`config.mk`:
```
export PLATFORM = sky130hd
export DESIGN_NAME = fetch_unit
export DESIGN_NICKNAME = d
export VERILOG_FILES = /design/src/rtl/fetch_unit_pkg.sv /design/src/rtl/fetch_unit_stack.sv /design/src/rtl/fetch_unit.sv
export SDC_FILE = /design/constraint.sdc
export NUM_CORES = 1
export LEC_CHECK = 0
export CAP_MARGIN = 20
export CORE_MARGIN = 2
export CORE_UTILIZATION = 50
export DETAILED_ROUTE_END_ITERATION = 8
export HOLD_SLACK_MARGIN = 0.02
export PLACE_DENSITY = 0.85
export RECOVER_POWER = 50
export SYNTH_ARGS = -nofsm -noshare
export SYNTH_HDL_FRONTEND = slang
export SYNTH_HIERARCHICAL = 1
export SYNTH_SLANG_ARGS = --single-unit
```
`constraint.sdc`:
```
create_clock -name clk -period 2.9 [get_ports clk]
set_clock_uncertainty 0.15 [all_clocks]
set_input_delay 0.58 -clock clk [delete_from_list [all_inputs] [get_ports clk]]
set_output_delay 0.58 -clock clk [all_outputs]
set_load 0.02 [all_outputs]
```
`src/rtl/fetch_unit_pkg.sv`:
```
// fetch_unit_pkg: shared Q-phase codes, widths, reset vector and NOP encoding for the fetch path
package fetch_unit_pkg;
   typedef enum logic [1:0] {
      FE_Q1_INCPC = 2'b00,
      FE_Q2_IDLE  = 2'b01,
      FE_Q3_IDLE  = 2'b10,
      FE_Q4_FETCH = 2'b11
   } fe_phase_e;
   localparam int INST_WIDTH = 12;
   localparam int PC_W = 11;
   localparam logic [PC_W-1:0] RESET_VEC = 11'h7FF;
   localparam logic [INST_WIDTH-1:0] NOP = 12'h000;
endpackage

```
`src/rtl/fetch_unit_stack.sv`:
```
// pc_stack: two-level return stack; overflow drops the oldest entry, pops leave the bottom level in place
module pc_stack #(
   parameter int W = 11
) (
   input  logic         clk,
   input  logic         rst,
   input  logic         push_i,
   input  logic         pop_i,
   input  logic [W-1:0] din_i,
   output logic [W-1:0] top_o
);
   logic [W-1:0] lvl1_q, lvl2_q;
   always_ff @(posedge clk)
      if (rst) begin
         lvl1_q <= '0;
         lvl2_q <= '0;
      end else if (push_i) begin
         lvl2_q <= lvl1_q;
         lvl1_q <= din_i;
      end else if (pop_i) begin
         lvl1_q <= lvl2_q;
      end
   assign top_o = lvl1_q;
endmodule

```
`src/rtl/fetch_unit.sv`:
```
// fetch_unit: PC, instruction register and two-cycle branch handling driven by the decoder's Q-phase
module fetch_unit
   import fetch_unit_pkg::*;
#(
   parameter int PC_WIDTH = PC_W,
   parameter logic [PC_WIDTH-1:0] RESET_VECTOR = RESET_VEC
) (
   input  logic                  clk,
   input  logic                  rst,
   input  logic [1:0]            fetchState,
   input  logic [INST_WIDTH-1:0] romData,
   output logic [PC_WIDTH-1:0]   romAddr,
   output logic [INST_WIDTH-1:0] instOut,
   input  logic [1:0]            pageSel,
   input  logic [8:0]            target,
   input  logic                  gotoEn,
   input  logic                  callEn,
   input  logic                  retEn,
   input  logic                  pclWrEn,
   input  logic [7:0]            pclWrData,
   input  logic                  skipReq,
   output logic [7:0]            pclOut
);
   logic [PC_WIDTH-1:0] pc_q, pc_d, stk_top, tgt;
   logic [INST_WIDTH-1:0] ir_q, ir_d;
   logic hold_q, hold_d, q1, q4, br, push, pop;
   pc_stack #(.W(PC_WIDTH)) u_stack (
      .clk(clk), .rst(rst), .push_i(push), .pop_i(pop), .din_i(pc_q), .top_o(stk_top)
   );
   // holdInc keeps the branch target in place over the next Q1 so the following Q4 fetches it
   always_comb begin
      q1 = fetchState == FE_Q1_INCPC;
      q4 = fetchState == FE_Q4_FETCH;
      br = q4 & (retEn | callEn | gotoEn | pclWrEn);
      pop = q4 & retEn;
      push = q4 & callEn & ~retEn;
      tgt = retEn  ? stk_top :
            callEn ? PC_WIDTH'({pageSel, 1'b0, target[7:0]}) :
            gotoEn ? PC_WIDTH'({pageSel, target}) :
                     PC_WIDTH'({pageSel, 1'b0, pclWrData});
      pc_d = br ? tgt : (q1 & ~hold_q) ? pc_q + 1'b1 : pc_q;
      hold_d = br ? 1'b1 : q1 ? 1'b0 : hold_q;
      ir_d = (br | (q4 & skipReq)) ? NOP : q4 ? romData : ir_q;
   end
   always_ff @(posedge clk)
      if (rst) begin
         pc_q <= RESET_VECTOR;
         ir_q <= NOP;
         hold_q <= 1'b0;
      end else begin
         pc_q <= pc_d;
         ir_q <= ir_d;
         hold_q <= hold_d;
      end
   assign romAddr = pc_q;
   assign instOut = ir_q;
   assign pclOut = pc_q[7:0];
endmodule

```
# Word-level counts from Yosys, hierarchy flattened

Cells that the tools add are included.

Bits in registers: 46

Add/subtract/negate cells: 1
Equal/unequal tests: 1
Muxes and demuxes: 9
Bitwise gates (word level): 12
Reduce and logical (&&, ||, !) cells: 5

Operator list:

| operator                                       | count |
|---|---|
| two-way mux 11 bit                             | 5 |
| two-way mux 9 bit                              | 2 |
| adder 11 x 1 -> 11 bit (second input constant) | 1 |
| AND 1 bit                                      | 6 |
| nonzero test 2 bit                             | 3 |
| OR 1 bit                                       | 4 |
| equality test 2 bit (second input constant)    | 1 |
| zero test 2 bit                                | 1 |
| two-way mux 1 bit                              | 2 |
| NOT 1 bit                                      | 2 |
| OR reduction 2 bit                             | 1 |

# Logic depth before layout (Yosys ltp)

Gate-level depths: netlist of run 1.

Depth after elaboration: 6
Gate-level depth with buffers: 7
Mapped depth without buffers: 5

# By module

The synthesis of run 1 kept the hierarchy.

Modules (own cells, without submodules):

| module     | instances | cells each | area an instance (um^2) | sequential area each (um^2) |
|---|---|---|---|---|
| fetch_unit | 1         | 178        | 1,407.6                 | 480.5 |
| pc_stack   | 1         | 84         | 897.1                   | 440.4 |

# Worst setup path before layout of run 1

No wires, ideal clock.

Path type: input to register
From: in fetchState[0]
To: reg u_stack.lvl2_q[0]
Library setup time: 0.128 ns
Arrival: 1.733 ns
Path slack: 0.889 ns
Cell stages on the path: 6
Path buffers: 2
Path through: nand2_1 clkbuf_1 nor3b_1 buf_4 mux2i_1 nor2_1

Word-level cells in the longest chain between the ends: 3

RTL lines:

| what                   | line                   | source |
|---|---|---|
| start: declaration     | fetch_unit.sv:10       | `input logic [1:0] fetchState,` |
| equality test 2 bit    | fetch_unit.sv:33       | `q4 = fetchState == FE_Q4_FETCH;` |
| AND 1 bit (2 in a row) | fetch_unit.sv:36       | `push = q4 & callEn & ~retEn;` |
| via push               | fetch_unit.sv:26       | `logic hold_q, hold_d, q1, q4, br, push, pop;` |
| end signal: assignment | fetch_unit_stack.sv:18 | `lvl2_q <= lvl1_q;` |
| end: declaration       | fetch_unit_stack.sv:12 | `logic [W-1:0] lvl1_q, lvl2_q;` |

The timed path passes the listed nets, and every way through them passes these cells.
A chain may end at the register's enable or synchronous reset.

# Worst setup path in the final report of run 1

From: in gotoEn
To: reg ir_q[6] (netlist: instOut[6])

Word-level cells in the longest chain between the ends: 5

RTL lines:

| what                         | line             | source |
|---|---|---|
| start: declaration           | fetch_unit.sv:16 | `input logic gotoEn,` |
| OR 1 bit (2 in a row)        | fetch_unit.sv:34 | `br = q4 & (retEn \| callEn \| gotoEn \| pclWrEn);` |
| AND 1 bit                    | fetch_unit.sv:34 |  |
| OR 1 bit                     | fetch_unit.sv:43 | `ir_d = (br \| (q4 & skipReq)) ? NOP : q4 ? romData : ir_q;` |
| OR reduction 2 bit (no line) | n/a              |  |
| end signal: assignment       | fetch_unit.sv:52 | `ir_q <= ir_d;` |
| end: declaration             | fetch_unit.sv:25 | `logic [INST_WIDTH-1:0] ir_q, ir_d;` |

Every way passes these cells.

==> results.py, run 1 <==
metrics = {
    "power": {
        "p_total_w": 0.001426,
        "powerDensity_mw_per_mm2": 460.6,
        "p_sw_w": 0.0004171,
        "p_leak_nw": 1.102,
        "seqPwrFrac": 0.487,
        "p_int_w": 0.001009,
        "switching_share": 0.2924,
        "ir_drop_uv": 251.6,
        "p_comb_frac": 0.225,
        "clkPwrFrac": 0.289,
    },
    "floorplanning": {
        "die_w_um": 71.89,
        "die_y_um": 71.89,
        "start_util": 0.5257,
        "top_level_ports": 71,
        "dieArea_mm2": 0.005168,
        "num_rows": 24,
        "fp.coreArea_mm2": 0.004384,
    },
    "yosys": {
        "seq_area_frac_synth": 0.3996,
        "synth_top_family_by_area": "simple AND/OR/NAND/NOR gates",
        "synth_compound_area_frac": 0.1824,
        "synth_nets": 303,
        "avgSynthCellArea_um2": 8.797,
        "synthAdderAreaFrac": 0.005429,
        "muxShareOfSynthArea": 0.1091,
        "yosys_warnings": 6,
        "yosysUniqueCellTypes": 43,
        "netlist_instances": 262,
        "netlist_area_mm2": 0.002305,
        "ys.flop_type": "dfxtp_1",
        "synth_edf_count": 0,
        "ys_seq_elements": 46,
        "async_flop_share": 0,
        "synth_xor_area_frac": 0.01900,
        "synth-simple-area-share": 0.2172,
    },
    "sta": {
        "hold_viol_final": 0,
        "setup_viol": 0,
        "slew_viol_final": 0,
        "max_freq_mhz": 385.9,
        "worst_slew_pin_slew_ns": 0.5884,
        "rsz0062_at_grt": "false",
        "fin_crit_sh": 0.8935,
        "finalCriticalPeriod_ns": 2.591,
        "finalSetupTns_ns": 0,
        "relSlewSlack": 0.6065,
    },
    "flow_run": {
        "cap_violations": 0,
    },
    "global_route": {
        "grt_pass1_vias": 1970,
        "grt_max_degree": 28,
        "antenna_found_initial": 0,
        "grt_first_pass_wirelength_um": 9425,
        "overflow": 0,
        "grt_use_total": 0.2334,
    },
    "detailed_routing": {
        "vias": 2151,
        "drc_errors": 0,
        "drt_first_pass_iters": 4,
        "wirelength_um": 5854,
        "viasPerCell": 5.706,
        "antenna_left": 0,
        "initialDrtViolationCount": 152,
        "wl_per_cell_um": 15.53,
    },
    "place": {
        "dpl.hpwl_um": 4261,
        "dpl.cell_count": 369,
        "gp_congestion": 0.8771,
        "io_buffers": 70,
        "place_area_mm2": 0.003023,
    },
    "cells_and_area": {
        "diodes": 0,
        "drive_above_1_share": 0.07077,
        "area_growth_pct": 34.36,
        "finalNonFillerCells": 377,
        "layout_common_cells": "46 x dfxtp_1, 40 x clkdlybuf4s50_1, 33 x nand2_1",
        "nNetsFinal": 365,
        "layout_commonest_cell": "dfxtp_1",
        "design_area_mm2": 0.003097,
    },
    "critical_path": {
        "startpoint_type": "primary input",
        "critical_path_class": "primary input to flip-flop",
        "critPathSlowestCell": "clkdlybuf4s50_1",
        "critPathBufInv": 1,
        "cp_top_family": "simple AND/OR/NAND/NOR gates",
        "cp_cell_sequence": "clkdlybuf4s50_1 -> nor4_1 -> nand2b_1 -> nand2_1 -> a21oi_1",
        "critPathCaptureType": "flip-flop",
        "crit_required_ns": 2.98,
        "cp_max_fo": 12,
        "slowest_delay_ns": 0.55,
        "worstPathArrival_ns": 2.67,
    },
    "clock_network": {
        "clock_sinks": 46,
        "ctsResizeCount": 0,
        "cts_root_buffer": "clkbuf_8",
        "cts_max_path_buffers": 2,
        "clk_latency_ns": 0.30,
        "numCtsBuffers": 5,
        "cts_setup_buffers": 0,
        "clk_pin_slew_ns": 0.08,
        "cts_max_level": 2,
        "ctsHoldBuffers": 0,
        "cts_tree": "done",
    },
    "run_status": {
        "status": "finished, final reports clean",
    },
    "hold_path": {
        "hold_path_class": "flip-flop to flip-flop",
    },
}
## routing by layer
metal / vias up / wire length, um / global-route usage
li1: 1053 / - / -
met1: 1013 / 2631 / 0.3058
met2: 78 / 2855 / 0.3961
met3: 7 / 306 / 0.04444
met4: 0 / 61 / 0.06289
met5: - / 0 / 0
## synthesized netlist by cell type (5+ instances only)
cell type  instances  share of area
dfxtp_1           46           0.40
nand2_1           33          0.054
mux2i_1           24           0.10
nor2b_1           18          0.049
a21oi_1           17          0.037
nor2_1            15          0.024
a211oi_1          10          0.033
clkbuf_1          10          0.016
buf_4              9          0.029
a211o_1            7          0.027
nand2b_1           5          0.014
o21ai_0            5          0.011
## cell type report
cell class / instances / area (um2)
fill: 383 / 1287
multi-input combinational: 187 / 1222
sequential: 46 / 920.9
timing repair buffer: 80 / 778.2
clock buffer: 6 / 82.58
tap: 52 / 65.06
inverter: 4 / 15.01
clock inverter: 2 / 12.51
## power groups by stage
stage | Combinational (W) | Sequential (W) | Clock (W)
3_3_place_gp | 0.000328 | 0.000710 | 0
2_1_floorplan | 0.000168 | 0.000726 | 0
6_report | 0.000320 | 0.000694 | 0.000412
3_5_place_dp | 0.000331 | 0.000710 | 0
4_1_cts | 0.000334 | 0.000696 | 0.000416
5_1_grt | 0.000346 | 0.000699 | 0.000437
## stage by stage
step	setup WS [ns]	hold slack [ns]	utilization
after CTS	0.4336	0.3145	0.7112
after global placement	0.2494	0.2908	0.6895
after floorplan	0.8892	0.3101	-
after global routing	0.1630	0.3345	0.7063
after detailed placement	0.1132	0.2996	0.6895
final	0.3088	0.3061	0.7063
## sequential cells by signal (all words and copies together) (netlist names)
register        flops
u_stack/lvl2_q     11
hold_q              1
romAddr            11
u_stack/top_o      11
instOut            12
## kinds of logic after synthesis
| group | Yosys count |
|---|---|
| buffers and inverters | 29 |
| AND/OR/NAND/NOR | 95 |
| adder cells (fa/ha/maj) | 1 |
| XOR/XNOR | 5 |
| multiplexers | 25 |
| flip-flops | 46 |
| AO/OA/AOI/OAI | 61 |
## worst min-delay path, stage by stage, from the launching register on
cell and delay, ns:
dfxtp_1 0.31, nand2_1 0.05, a21oi_1 0.05
## path summary, 6_finish.rpt
kind / depth (start not counted) / endpoint / slack, ns / from
max: 5 / instOut[6] / 0.31 / gotoEn
min: 2 / instOut[11] / 0.31 / instOut[11]
max reg2reg: 4 / romAddr[8] / 1.00 / romAddr[6]
min reg2reg: 2 / instOut[11] / 0.31 / instOut[11]
Note: power is estimated with default switching activity, not from simulation.
==> run 2, diff against run 1 <==
ABC_CLOCK_PERIOD_IN_PS = 2700   (was unset)
CORE_UTILIZATION = 47   (was 50)
PLACE_DENSITY = 0.8   (was 0.85)
clock period = 2.7 ns   (was 2.9 ns; I/O delays follow)
==> results.py, run 2 (synthesis gave the netlist of run 1 again) <==
metrics = {
    "run_status": {
        "status": "finished, final reports clean",
    },
    "floorplanning": {
        "dieArea_mm2": 0.005480,
        "top_level_ports": 71,
        "start_util": 0.4879,
        "die_w_um": 74.03,
        "fp.coreArea_mm2": 0.004723,
        "die_y_um": 74.03,
        "num_rows": 25,
    },
    "sta": {
        "fin_crit_sh": 0.9011,
        "slew_viol_final": 0,
        "whs_ns": 0.3060,
        "relSlewSlack": 0.6603,
        "rsz0062_at_grt": "false",
        "finalSetupTns_ns": 0,
        "max_freq_mhz": 411.0,
        "finalCriticalPeriod_ns": 2.433,
        "worst_slew_pin_slew_ns": 0.4967,
        "setup_viol": 0,
        "hold_viol_final": 0,
    },
    "flow_run": {
        "cap_violations": 0,
    },
    "critical_path": {
        "critPathSlowestCell": "dlygate4sd3_1",
        "crit_required_ns": 2.73,
        "critical_path_class": "primary input to flip-flop",
        "critPathCaptureType": "flip-flop",
        "cp_cell_sequence": "dlygate4sd3_1 -> nand2_1 -> buf_4 -> nor2_1 -> clkbuf_1 -> a21oi_1 -> a211o_1",
        "slowest_delay_ns": 0.65,
        "worstPathArrival_ns": 2.46,
        "critPathBufInv": 3,
        "cp_max_fo": 14,
        "startpoint_type": "primary input",
        "cp_top_family": "buffers and inverters",
    },
    "place": {
        "io_buffers": 70,
        "dpl.hpwl_um": 4184,
        "dpl.cell_count": 386,
        "gp_congestion": 0.9366,
    },
    "cells_and_area": {
        "diodes": 0,
        "layout_common_cells": "46 x dfxtp_1, 38 x clkdlybuf4s50_1, 33 x nand2_1",
        "finalNonFillerCells": 394,
        "filler_cell_count": 431,
        "area_growth_pct": 35.61,
        "drive_above_1_share": 0.07951,
        "layout_commonest_cell": "dfxtp_1",
        "final_core_util": 0.6617,
        "largest_register_ffs": 12,
        "nNetsFinal": 367,
    },
    "clock_network": {
        "clk_pin_slew_ns": 0.08,
        "cts_max_level": 2,
        "cts_tree": "done",
        "ctsResizeCount": 0,
        "clock_sinks": 46,
        "cts_root_buffer": "clkbuf_8",
        "numCtsBuffers": 5,
        "cts_setup_buffers": 0,
        "clk_latency_ns": 0.29,
        "ctsHoldBuffers": 0,
        "cts_max_path_buffers": 2,
    },
    "detailed_routing": {
        "vias": 2086,
        "initialDrtViolationCount": 128,
        "drc_errors": 0,
        "drt_first_pass_iters": 4,
        "antenna_left": 0,
        "wirelength_um": 5752,
        "wl_per_cell_um": 14.60,
        "viasPerCell": 5.294,
    },
    "global_route": {
        "grt_first_pass_wirelength_um": 9473,
        "grt_use_total": 0.2249,
        "antenna_found_initial": 0,
        "overflow": 0,
        "grt_pass1_vias": 2011,
        "grt_max_degree": 25,
    },
    "hold_path": {
        "hold_path_class": "flip-flop to flip-flop",
    },
    "power": {
        "p_total_w": 0.001520,
        "p_leak_nw": 1.105,
        "ir_drop_uv": 277.6,
        "powerDensity_mw_per_mm2": 486.3,
    },
}
[run 2: changes by cell type in the layout (fill, tap and decap cells not counted), sizes merged]
cell           before  now
buf                 7   10
clkbuf              9    8
clkdlybuf4s50      40   38
dlygate4sd3        30   32
[run 2: report_power, final]
part	total (W)	internal, W	switching, W
sequential	0.000747	0.000708	0.0000384
clock	0.000430	0.000206	0.000224
combinational	0.000344	0.000169	0.000174
total	0.00152	0.00108	0.000437
[run 2: final timing paths]
| path | startpoint | cells past startpoint | slack, ns | endpoint |
|---|---|---|---|---|
| worst min register to register | instOut[6] | 2 | 0.31 | instOut[6] |
| worst max register to register | romAddr[6] | 4 | 0.83 | romAddr[6] |
| worst min-delay path | instOut[6] | 2 | 0.31 | instOut[6] |
| worst max-delay path | fetchState[1] | 7 | 0.27 | romAddr[1] |
[run 2: tightest hold or removal path, stage by stage (launching register included)]
cell	delay, ns
dfxtp_1	0.31
nand2_1	0.05
a21oi_1	0.05
[run 2: metal layers]
| metal | vias up | track usage | wire [um] | share of wire |
|---|---|---|---|---|
| met2 | 78 | 0.3671 | 2751 | 0.48 |
| met5 | - | 0 | 0 | 0 |
| met4 | 0 | 0.05455 | 39 | 0.0068 |
| li1 | 1054 | - | - | - |
| met3 | 4 | 0.04743 | 399 | 0.069 |
| met1 | 950 | 0.3059 | 2561 | 0.45 |
[run 2: stage by stage]
stage | instance area, um2 | worst slack [ns]
floorplan | 2305 | 0.7292
global placement | 3044 | 0.1695
detailed placement | 3044 | 0.07938
CTS | 3139 | 0.3901
global route | 3126 | 0.1075
finish | 3126 | 0.2670
[run 2: final cells by class]
cell class | instances | area (um2) | area share
Tap cell | 67 | 83.83 | 0.02682
Sequential cell | 46 | 920.9 | 0.2946
Clock buffer | 6 | 82.58 | 0.02642
Clock inverter | 2 | 12.51 | 0.004003
Multi-Input combinational cell | 187 | 1227 | 0.3927
Timing Repair Buffer | 82 | 783.3 | 0.2506
Inverter | 4 | 15.01 | 0.004804
